==> config.mk <==
export PLATFORM = sky130hd
export DESIGN_NAME = mem_arbiter_flat
export DESIGN_NICKNAME = d
export VERILOG_FILES = /design/src/rtl/mem_arb_pkg.sv /design/src/rtl/mem_arb_if.sv /design/src/rtl/mem_arb_pick.sv /design/src/rtl/mem_arbiter.sv /design/src/flat_wrapper.sv
export SDC_FILE = /design/constraint.sdc
export NUM_CORES = 1
export LEC_CHECK = 0
export CORE_ASPECT_RATIO = 1.75
export CORE_MARGIN = 2
export CORE_UTILIZATION = 39
export CTS_CLUSTER_DIAMETER = 50
export DETAILED_ROUTE_END_ITERATION = 8
export GPL_TIMING_DRIVEN = 0
export MAX_ROUTING_LAYER = met4
export PLACE_DENSITY_LB_ADDON = 0.05
export SYNTH_ARGS = -nofsm -noshare
export SYNTH_HDL_FRONTEND = slang
export SYNTH_HIERARCHICAL = 1
export SYNTH_SLANG_ARGS = --single-unit
==> constraint.sdc <==
create_clock -name clk -period 1.85 [get_ports clk]
set_clock_uncertainty 0.1 [all_clocks]
set_input_delay 0.185 -clock clk [delete_from_list [all_inputs] [get_ports clk]]
set_output_delay 0.185 -clock clk [all_outputs]
set_load 0.03 [all_outputs]
==> src/rtl/mem_arb_pkg.sv <==
// Shared types and width defaults for the two-requester memory arbiter.
package mem_arb_pkg;

    localparam int unsigned ADDR_W_DEF = 6;
    localparam int unsigned DATA_W_DEF = 8;

    typedef enum logic [1:0] {
        IDLE   = 2'd0,
        ACCESS = 2'd1,
        RESP   = 2'd2
    } state_e;

    typedef enum logic {
        ID_IF = 1'b0,
        ID_D  = 1'b1
    } req_id_e;

    function automatic req_id_e other_id(input req_id_e id);
        return (id == ID_IF) ? ID_D : ID_IF;
    endfunction

endpackage

==> src/rtl/mem_arb_if.sv <==
// Requester and memory-side signals of the arbiter; master = requesters/memory, slave = arbiter.
interface mem_arb_if
    import mem_arb_pkg::*;
#(
    parameter int unsigned ADDR_W = ADDR_W_DEF,
    parameter int unsigned DATA_W = DATA_W_DEF
);
    logic              if_req;
    logic [ADDR_W-1:0] if_addr;
    logic              if_ack;
    logic [DATA_W-1:0] if_rdata;

    logic              d_req;
    logic              d_we;
    logic [ADDR_W-1:0] d_addr;
    logic [DATA_W-1:0] d_wdata;
    logic              d_ack;
    logic [DATA_W-1:0] d_rdata;

    logic              mem_rd;
    logic              mem_wr;
    logic [ADDR_W-1:0] mem_addr;
    logic [DATA_W-1:0] mem_wdata;
    logic [DATA_W-1:0] mem_rdata;

    logic              busy;

    modport master (
        output if_req, if_addr, d_req, d_we, d_addr, d_wdata, mem_rdata,
        input  if_ack, if_rdata, d_ack, d_rdata, mem_rd, mem_wr, mem_addr, mem_wdata, busy
    );

    modport slave (
        input  if_req, if_addr, d_req, d_we, d_addr, d_wdata, mem_rdata,
        output if_ack, if_rdata, d_ack, d_rdata, mem_rd, mem_wr, mem_addr, mem_wdata, busy
    );
endinterface

==> src/rtl/mem_arb_pick.sv <==
// Combinational winner select: a lone requester wins, a tie goes to the pointer's id.
module mem_arb_pick
    import mem_arb_pkg::*;
(
    input  logic    if_req_i,
    input  logic    d_req_i,
    input  req_id_e ptr_i,
    output logic    any_c_o,
    output req_id_e win_c_o
);
    always_comb begin
        any_c_o = if_req_i | d_req_i;
        win_c_o = ptr_i;
        if (if_req_i && !d_req_i) begin
            win_c_o = ID_IF;
        end else if (d_req_i && !if_req_i) begin
            win_c_o = ID_D;
        end
    end
endmodule

==> src/rtl/mem_arbiter.sv <==
// Fetch/data arbiter for a single-port memory: IDLE -> ACCESS -> RESP, fixed 3-cycle access.
// MEM_ARB_RR_EN selects round-robin tie-break; default build gives the data port fixed priority.
module mem_arbiter
    import mem_arb_pkg::*;
#(
    parameter int unsigned ADDR_W = ADDR_W_DEF,
    parameter int unsigned DATA_W = DATA_W_DEF
) (
    input  logic     clk,
    input  logic     rst,
    mem_arb_if.slave bus
);
    state_e            state_q, state_d;
    req_id_e           id_q, id_d;
    req_id_e           ptr_c;
    req_id_e           win_c;
    logic              any_c;
    logic              if_ack_q, if_ack_d, d_ack_q, d_ack_d;
    logic              mem_rd_q, mem_rd_d, mem_wr_q, mem_wr_d;
    logic              busy_q, busy_d;
    logic [ADDR_W-1:0] mem_addr_q, mem_addr_d;
    logic [DATA_W-1:0] mem_wdata_q, mem_wdata_d;
    logic [DATA_W-1:0] if_rdata_q, if_rdata_d, d_rdata_q, d_rdata_d;

    mem_arb_pick u_pick (
        .if_req_i (bus.if_req),
        .d_req_i  (bus.d_req),
        .ptr_i    (ptr_c),
        .any_c_o  (any_c),
        .win_c_o  (win_c)
    );

`ifdef MEM_ARB_RR_EN
    req_id_e ptr_q, ptr_d;

    assign ptr_c = ptr_q;

    // Pointer names the requester that wins the next tie; it moves only on a grant.
    always_comb begin
        ptr_d = ptr_q;
        if (state_q == IDLE && any_c) begin
            ptr_d = other_id(win_c);
        end
    end

    always_ff @(posedge clk) begin
        if (rst) begin
            ptr_q <= ID_D;
        end else begin
            ptr_q <= ptr_d;
        end
    end
`else
    assign ptr_c = ID_D;
`endif

    // Outputs are computed for the upcoming state so they register in step with it.
    always_comb begin
        state_d     = state_q;
        id_d        = id_q;
        if_ack_d    = 1'b0;
        d_ack_d     = 1'b0;
        mem_rd_d    = 1'b0;
        mem_wr_d    = 1'b0;
        mem_addr_d  = '0;
        mem_wdata_d = '0;
        if_rdata_d  = if_rdata_q;
        d_rdata_d   = d_rdata_q;
        busy_d      = 1'b0;

        case (state_q)
            IDLE: begin
                if (any_c) begin
                    state_d = ACCESS;
                    id_d    = win_c;
                    if (win_c == ID_D) begin
                        mem_rd_d    = !bus.d_we;
                        mem_wr_d    = bus.d_we;
                        mem_addr_d  = bus.d_addr;
                        mem_wdata_d = bus.d_wdata;
                    end else begin
                        mem_rd_d    = 1'b1;
                        mem_addr_d  = bus.if_addr;
                    end
                end
            end
            ACCESS: begin
                state_d  = RESP;
                if_ack_d = (id_q == ID_IF);
                d_ack_d  = (id_q == ID_D);
                if (mem_rd_q) begin
                    if (id_q == ID_IF) begin
                        if_rdata_d = bus.mem_rdata;
                    end else begin
                        d_rdata_d  = bus.mem_rdata;
                    end
                end
            end
            RESP: begin
                state_d = IDLE;
            end
            default: begin
                state_d = IDLE;
            end
        endcase

        busy_d = (state_d != IDLE);
    end

    always_ff @(posedge clk) begin
        if (rst) begin
            state_q     <= IDLE;
            id_q        <= ID_IF;
            if_ack_q    <= 1'b0;
            d_ack_q     <= 1'b0;
            mem_rd_q    <= 1'b0;
            mem_wr_q    <= 1'b0;
            mem_addr_q  <= '0;
            mem_wdata_q <= '0;
            if_rdata_q  <= '0;
            d_rdata_q   <= '0;
            busy_q      <= 1'b0;
        end else begin
            state_q     <= state_d;
            id_q        <= id_d;
            if_ack_q    <= if_ack_d;
            d_ack_q     <= d_ack_d;
            mem_rd_q    <= mem_rd_d;
            mem_wr_q    <= mem_wr_d;
            mem_addr_q  <= mem_addr_d;
            mem_wdata_q <= mem_wdata_d;
            if_rdata_q  <= if_rdata_d;
            d_rdata_q   <= d_rdata_d;
            busy_q      <= busy_d;
        end
    end

    assign bus.if_ack    = if_ack_q;
    assign bus.d_ack     = d_ack_q;
    assign bus.if_rdata  = if_rdata_q;
    assign bus.d_rdata   = d_rdata_q;
    assign bus.mem_rd    = mem_rd_q;
    assign bus.mem_wr    = mem_wr_q;
    assign bus.mem_addr  = mem_addr_q;
    assign bus.mem_wdata = mem_wdata_q;
    assign bus.busy      = busy_q;
endmodule

==> src/flat_wrapper.sv <==
// flat-port wrapper written by rule: the top's interface ports become plain ports
module mem_arbiter_flat import mem_arb_pkg::*;
#(
    parameter int unsigned ADDR_W = ADDR_W_DEF,
    parameter int unsigned DATA_W = DATA_W_DEF
)
  (clk, rst, bus_if_req, bus_if_addr, bus_d_req, bus_d_we, bus_d_addr, bus_d_wdata, bus_mem_rdata, bus_if_ack, bus_if_rdata, bus_d_ack, bus_d_rdata, bus_mem_rd, bus_mem_wr, bus_mem_addr, bus_mem_wdata, bus_busy);
  mem_arb_if #(.ADDR_W(ADDR_W), .DATA_W(DATA_W)) bus_i ();
  input  logic clk;
  input  logic rst;
  input wire logic [$bits(bus_i.if_req)-1:0] bus_if_req;
  input wire logic [$bits(bus_i.if_addr)-1:0] bus_if_addr;
  input wire logic [$bits(bus_i.d_req)-1:0] bus_d_req;
  input wire logic [$bits(bus_i.d_we)-1:0] bus_d_we;
  input wire logic [$bits(bus_i.d_addr)-1:0] bus_d_addr;
  input wire logic [$bits(bus_i.d_wdata)-1:0] bus_d_wdata;
  input wire logic [$bits(bus_i.mem_rdata)-1:0] bus_mem_rdata;
  output wire logic [$bits(bus_i.if_ack)-1:0] bus_if_ack;
  output wire logic [$bits(bus_i.if_rdata)-1:0] bus_if_rdata;
  output wire logic [$bits(bus_i.d_ack)-1:0] bus_d_ack;
  output wire logic [$bits(bus_i.d_rdata)-1:0] bus_d_rdata;
  output wire logic [$bits(bus_i.mem_rd)-1:0] bus_mem_rd;
  output wire logic [$bits(bus_i.mem_wr)-1:0] bus_mem_wr;
  output wire logic [$bits(bus_i.mem_addr)-1:0] bus_mem_addr;
  output wire logic [$bits(bus_i.mem_wdata)-1:0] bus_mem_wdata;
  output wire logic [$bits(bus_i.busy)-1:0] bus_busy;
  assign bus_i.if_req = bus_if_req;
  assign bus_i.if_addr = bus_if_addr;
  assign bus_i.d_req = bus_d_req;
  assign bus_i.d_we = bus_d_we;
  assign bus_i.d_addr = bus_d_addr;
  assign bus_i.d_wdata = bus_d_wdata;
  assign bus_i.mem_rdata = bus_mem_rdata;
  assign bus_if_ack = bus_i.if_ack;
  assign bus_if_rdata = bus_i.if_rdata;
  assign bus_d_ack = bus_i.d_ack;
  assign bus_d_rdata = bus_i.d_rdata;
  assign bus_mem_rd = bus_i.mem_rd;
  assign bus_mem_wr = bus_i.mem_wr;
  assign bus_mem_addr = bus_i.mem_addr;
  assign bus_mem_wdata = bus_i.mem_wdata;
  assign bus_busy = bus_i.busy;
  mem_arbiter #(.ADDR_W(ADDR_W), .DATA_W(DATA_W)) u_core (.clk(clk), .rst(rst), .bus(bus_i));
endmodule
* Word level (Yosys, flattened, before mapping)
Index checks and enable logic that the tools add are counted.
** Storage, ports and cells
- Output and inout port bits :: 35
- Bits in registers :: 38
- Logic and storage cells :: 33
- Input bits :: 33
** Operators by class
- Equal/unequal tests :: 1
- Mux-type cells :: 5
- Bitwise logic cells :: 5
- Reductions and logical operators :: 11
** Operators with widths (count)
- $mux W6 :: 1
- $reduce_and A3 Y1 :: 2
- $not A1 Y1 :: 4
- $pmux W2 S2 :: 1
- $reduce_or A4 Y1 :: 1
- $reduce_or A3 Y1 :: 1
- $eq A2 B1 Y1 const B :: 1
- $logic_not A1 Y1 :: 2
- $logic_not A2 Y1 :: 1
- $mux W1 :: 2
- $mux W2 :: 1
- $reduce_and A2 Y1 :: 1
- $reduce_bool A2 Y1 :: 1
- $reduce_or A2 Y1 :: 1
- $logic_and A1 B1 Y1 :: 1
- $or A1 B1 Y1 :: 1

* Logic depth before layout (Yosys ltp)
- Word-level depth :: 4
- Mapped depth :: 6
- Depth with buffers taken out :: 4

* Cells and area by module
The synthesis kept the hierarchy.
** Modules (own cells, without submodules)
- mem_arbiter :: area an instance 1357.6 um2, times used 1, sequential area each 760.7 um2, cells each 121
- mem_arb_pick :: area an instance 21.3 um2, times used 1, sequential area each 0.0 um2, cells each 3

* Worst setup path before layout
Ideal clock, no wire load.
- Kind :: register to register
- Start :: register u_core.state_q[0]
- End :: register u_core.mem_wdata_q[1] (netlist: u_core/bus.mem_wdata[1])
- Path buffers :: 2
- Setup slack :: 431 ps
- Data arrival time :: 1259 ps
- Cell stages (with the launch flop) :: 6
- Library setup time :: 60 ps
- Period minus slack after synthesis :: 1419 ps
- Required time :: 1690 ps
- Cells stage by stage :: dfxtp_1 > or4b_1 > buf_6 > inv_4 > buf_8 > and3_1
** Between the ends
- Word-level cells in the longest chain between the ends :: 3
** Ends and longest elaborated chain
- start: declaration :: line mem_arbiter.sv:13 : state_e state_q, state_d;
- start signal: assignment :: line mem_arbiter.sv:124 : state_q <= state_d;
- $logic_not A2 Y1 :: line mem_arbiter.sv:71 : case (state_q)
- $not A1 Y1 (no source line)
- $reduce_or A4 Y1 (no source line)
- end signal: assignment :: line mem_arbiter.sv:131 : mem_wdata_q <= mem_wdata_d;
- end: declaration :: line mem_arbiter.sv:22 : logic [DATA_W-1:0] mem_wdata_q, mem_wdata_d;
No other way between the ends.
A chain may end at the register's enable or synchronous reset.

* Final worst setup path
- Start :: input bus_d_req
- End :: register u_core.mem_wr_q (netlist: u_core/bus.mem_wr)
** Between the ends
- Word-level cells in the longest chain between the ends :: 3
- Elaborated cells on any way between the ends :: 5
- Classes of those cells :: bitwise: 2; reduce/logical: 3
** Ends and longest elaborated chain
- start: declaration :: line flat_wrapper.sv:13 : input wire logic [$bits(bus_i.d_req)-1:0] bus_d_req;
- $or A1 B1 Y1 or $logic_not A1 Y1 (tied branches) :: line mem_arb_pick.sv:12, mem_arb_pick.sv:14
- $not A1 Y1 (no source line) or $logic_and A1 B1 Y1 (tied branches)
- $reduce_or A4 Y1 (no source line) (*)
- end signal: assignment :: line mem_arbiter.sv:129 : mem_wr_q <= mem_wr_d;
- end: declaration :: line mem_arbiter.sv:19 : logic mem_rd_q, mem_rd_d, mem_wr_q, mem_wr_d;
Every way passes the cells marked *; elsewhere a longest branch is shown, timed or not.

==> flow_summary.yaml <==
grt:
  grt_first_pass_wirelength_um: 5400
  gr-total-overflow: 0
  grt_busiest_layer: "met2"
  grtUsageMet1_pct: 17.3
  grt_max_degree: 13
  grt_pass1_vias: 1234
  use_met3_pct: 5.04
  use_met2_pct: 33.6
  grtUsageTotal_pct: 18.3
  antenna_found_initial: 0
clock_network:
  cts_sinks: 38
  cts_setup_buffers: 0
  cts_buffers: 5
  postCtsResizedCells: 0
  clk_pin_slew_ns: 0.07
  cts_max_level: 2
  insertion_delay_ns: 0.29
  root_buffer: "clkbuf_8"
  clk_path_buf_depth: 2
  hold_buffers: 0
  tritoncts: "done"
route:
  dr.pass1.iters: 4
  drtIter0Drc: 5
  routedWlPerCell_um: 12.9
  antenna_left: 0
  vias: 1133
  drc: 0
  avgViaCountPerCell: 4.64
  wl_um: 3150
timing:
  setup_viol: 0
  hold_violations: 0
  min_period_ns: 1.67
  layout_setup_ws_ns: 0.182
  fmax_mhz: 599
  maxSlewViolCount: 0
  rsz0062_at_grt: "false"
  fin_crit_sh_pct: 90.2
floorplanning:
  io_pins: 68
  start_util_pct: 40.6
  die_area_mm2: 0.00405
  core-area_mm2: 0.00340
  rows: 28
  dieHeight_um: 82.7
  die_w_um: 48.9
power:
  power.density_cell_area_mw_per_mm2: 788
  ir_drop_mv: 0.727
  p_leak_nw: 0.920
  power_mw: 1.73
cells_and_area:
  area_growth_syn_to_layout_pct: 59.6
  nNetsFinal: 231
  n_fill_cell: 319
  final_util_pct: 64.8
  layout_common_cells: "clkdlybuf4s50_1 (67), dfxtp_1 (38), nand2b_1 (25), mux2i_1 (22), and3_1 (9)"
  num_antenna_cells: 0
  layout.cells.most_common: "clkdlybuf4s50_1"
  layout-drive-gt1-share_pct: 8.04
setup_path:
  timing.rr.start: "u_core/state_q[0]"
  path_max_fanout: 10
  critical_path.startpoint: "bus_d_req"
  worst-setup-path-type: "primary input to register"
  cp-end-kind: "register"
  worstRegToRegCells: 5
  worst_ep_required_time_ns: 1.98
  cp-start-kind: "primary input"
  ff2ff_setup_slack_ns: 0.33
  r2r_end: "u_core/bus.mem_wr"
  worstPathArrival_ns: 1.80
place:
  portBuffers: 67
  hpwl_um: 2450
  gp_congestion: 0.690
  dp_slack_ns: -0.137
min_path:
  min-delay-start: "u_core/id_q"
  hp-class: "register to register"
  hold_end: "u_core/bus.if_ack"
  worst_hold_path.num_cells: 1
flow_run:
  maxCapViolCount: 0
synthesis:
  netlist_instances: 124
  synth_top_cell_by_area: "dfxtp_1"
  ys_ff_latch: 38
  ys_seq_area_share_pct: 55.2
  synth_nets: 157
  syn-cell-area_mm2: 0.00138
  synth.area.top_cells: "dfxtp_1 (55%), mux2i_1 (16%), nand2b_1 (11%)"
  synth_top_area_share_pct: 55.2
  yosys_warnings: 6
  synthDistinctLibCells: 23
  synth.avg_cell_area_um2: 11.1
status:
  status: "complete, no violations"
-- registers in the layout, indices dropped and copies added (netlist names) --
signal	flops
u_core/bus.mem_addr	6
u_core/bus.d_ack	1
u_core/bus.busy	1
u_core/bus.mem_wr	1
u_core/bus.d_rdata	8
u_core/bus.if_rdata	8
u_core/bus.mem_rd	1
u_core/state_q	2
u_core/id_q	1
u_core/bus.mem_wdata	8
u_core/bus.if_ack	1
-- layout make-up --
type | instances | area (µm²) | share of cell area [%]
clock buffers | 6 | 82.6 | 3.75
well taps | 45 | 56.3 | 2.56
repair buffers | 67 | 671 | 30.5
plain buffers | 8 | 51.3 | 2.33
flip-flops and latches | 38 | 761 | 34.6
multi-input cells | 75 | 553 | 25.1
inverters | 3 | 13.8 | 0.625
clock inverters | 2 | 12.5 | 0.569
-- worst max path at each step --
| stage | endpoint | slack (ns) | cells after the start |
|---|---|---|---|
| after floorplan | u_core/bus.mem_wdata[1] | 0.43 | 5 |
| after detailed placement | u_core/bus.mem_wdata[3] | -0.14 | 5 |
| final | u_core/bus.mem_wr | 0.18 | 5 |
| after CTS | u_core/bus.mem_wdata[3] | 0.16 | 5 |
| after global routing | u_core/bus.mem_wdata[3] | 0.06 | 5 |
| after global placement | u_core/bus.mem_wdata[5] | -0.05 | 5 |
-- synthesized netlist by cell type, drive strengths merged --
master,instances
and4b,1
nand4bb,1
nand2b,25
or3b,1
mux2i,22
or2,1
nor3b,1
clkbuf,4
and2,1
conb,1
nor2,7
inv,3
buf,4
a21oi,1
maj3,1
and3,9
nand2,1
or4b,1
o2bb2ai,1
dfxtp,38
-- layer usage --
metal / wire [µm] / vias up
li1: - / 554
met1: 1140 / 532
met2: 1750 / 41
met3: 184 / 6
met4: 78 / 0
met5: 0 / -
-- power breakdown --
part	internal, mW	leakage (nW)	switching (mW)
sequential	0.851	0.309	0.0146
combinational	0.153	0.564	0.127
clock	0.299	0.0472	0.291
total	1.30	0.920	0.432
-- kinds of logic after synthesis --
logic type	synth area share (%)
buffers and inverters	4.72
muxes	16.0
DFF	55.2
and+or+nand+nor	22.1
adders and majority gates	0.817
other	0.272
AOI/OAI and AO/OA	0.998
-- stage by stage --
stage / instances / cell area [µm²] / hold WS [ns] / setup TNS [ns]
3_5_place_dp: 236 / 2110 / 0.358 / -1.18
6_report: 244 / 2200 / 0.369 / 0
2_1_floorplan: 124 / 1380 / 0.179 / 0
5_1_grt: 244 / 2200 / 0.382 / 0
3_3_place_gp: 236 / 2110 / 0.359 / -0.423
4_1_cts: 244 / 2200 / 0.370 / 0
-- critical path, cell delays in order --
cell and delay [ns]:
clkdlybuf4s50_1 0.48, maj3_2 0.18, clkbuf_1 0.39, clkbuf_1 0.34, and3_1 0.22
No activity file was read; power rests on OpenSTA's default activity.
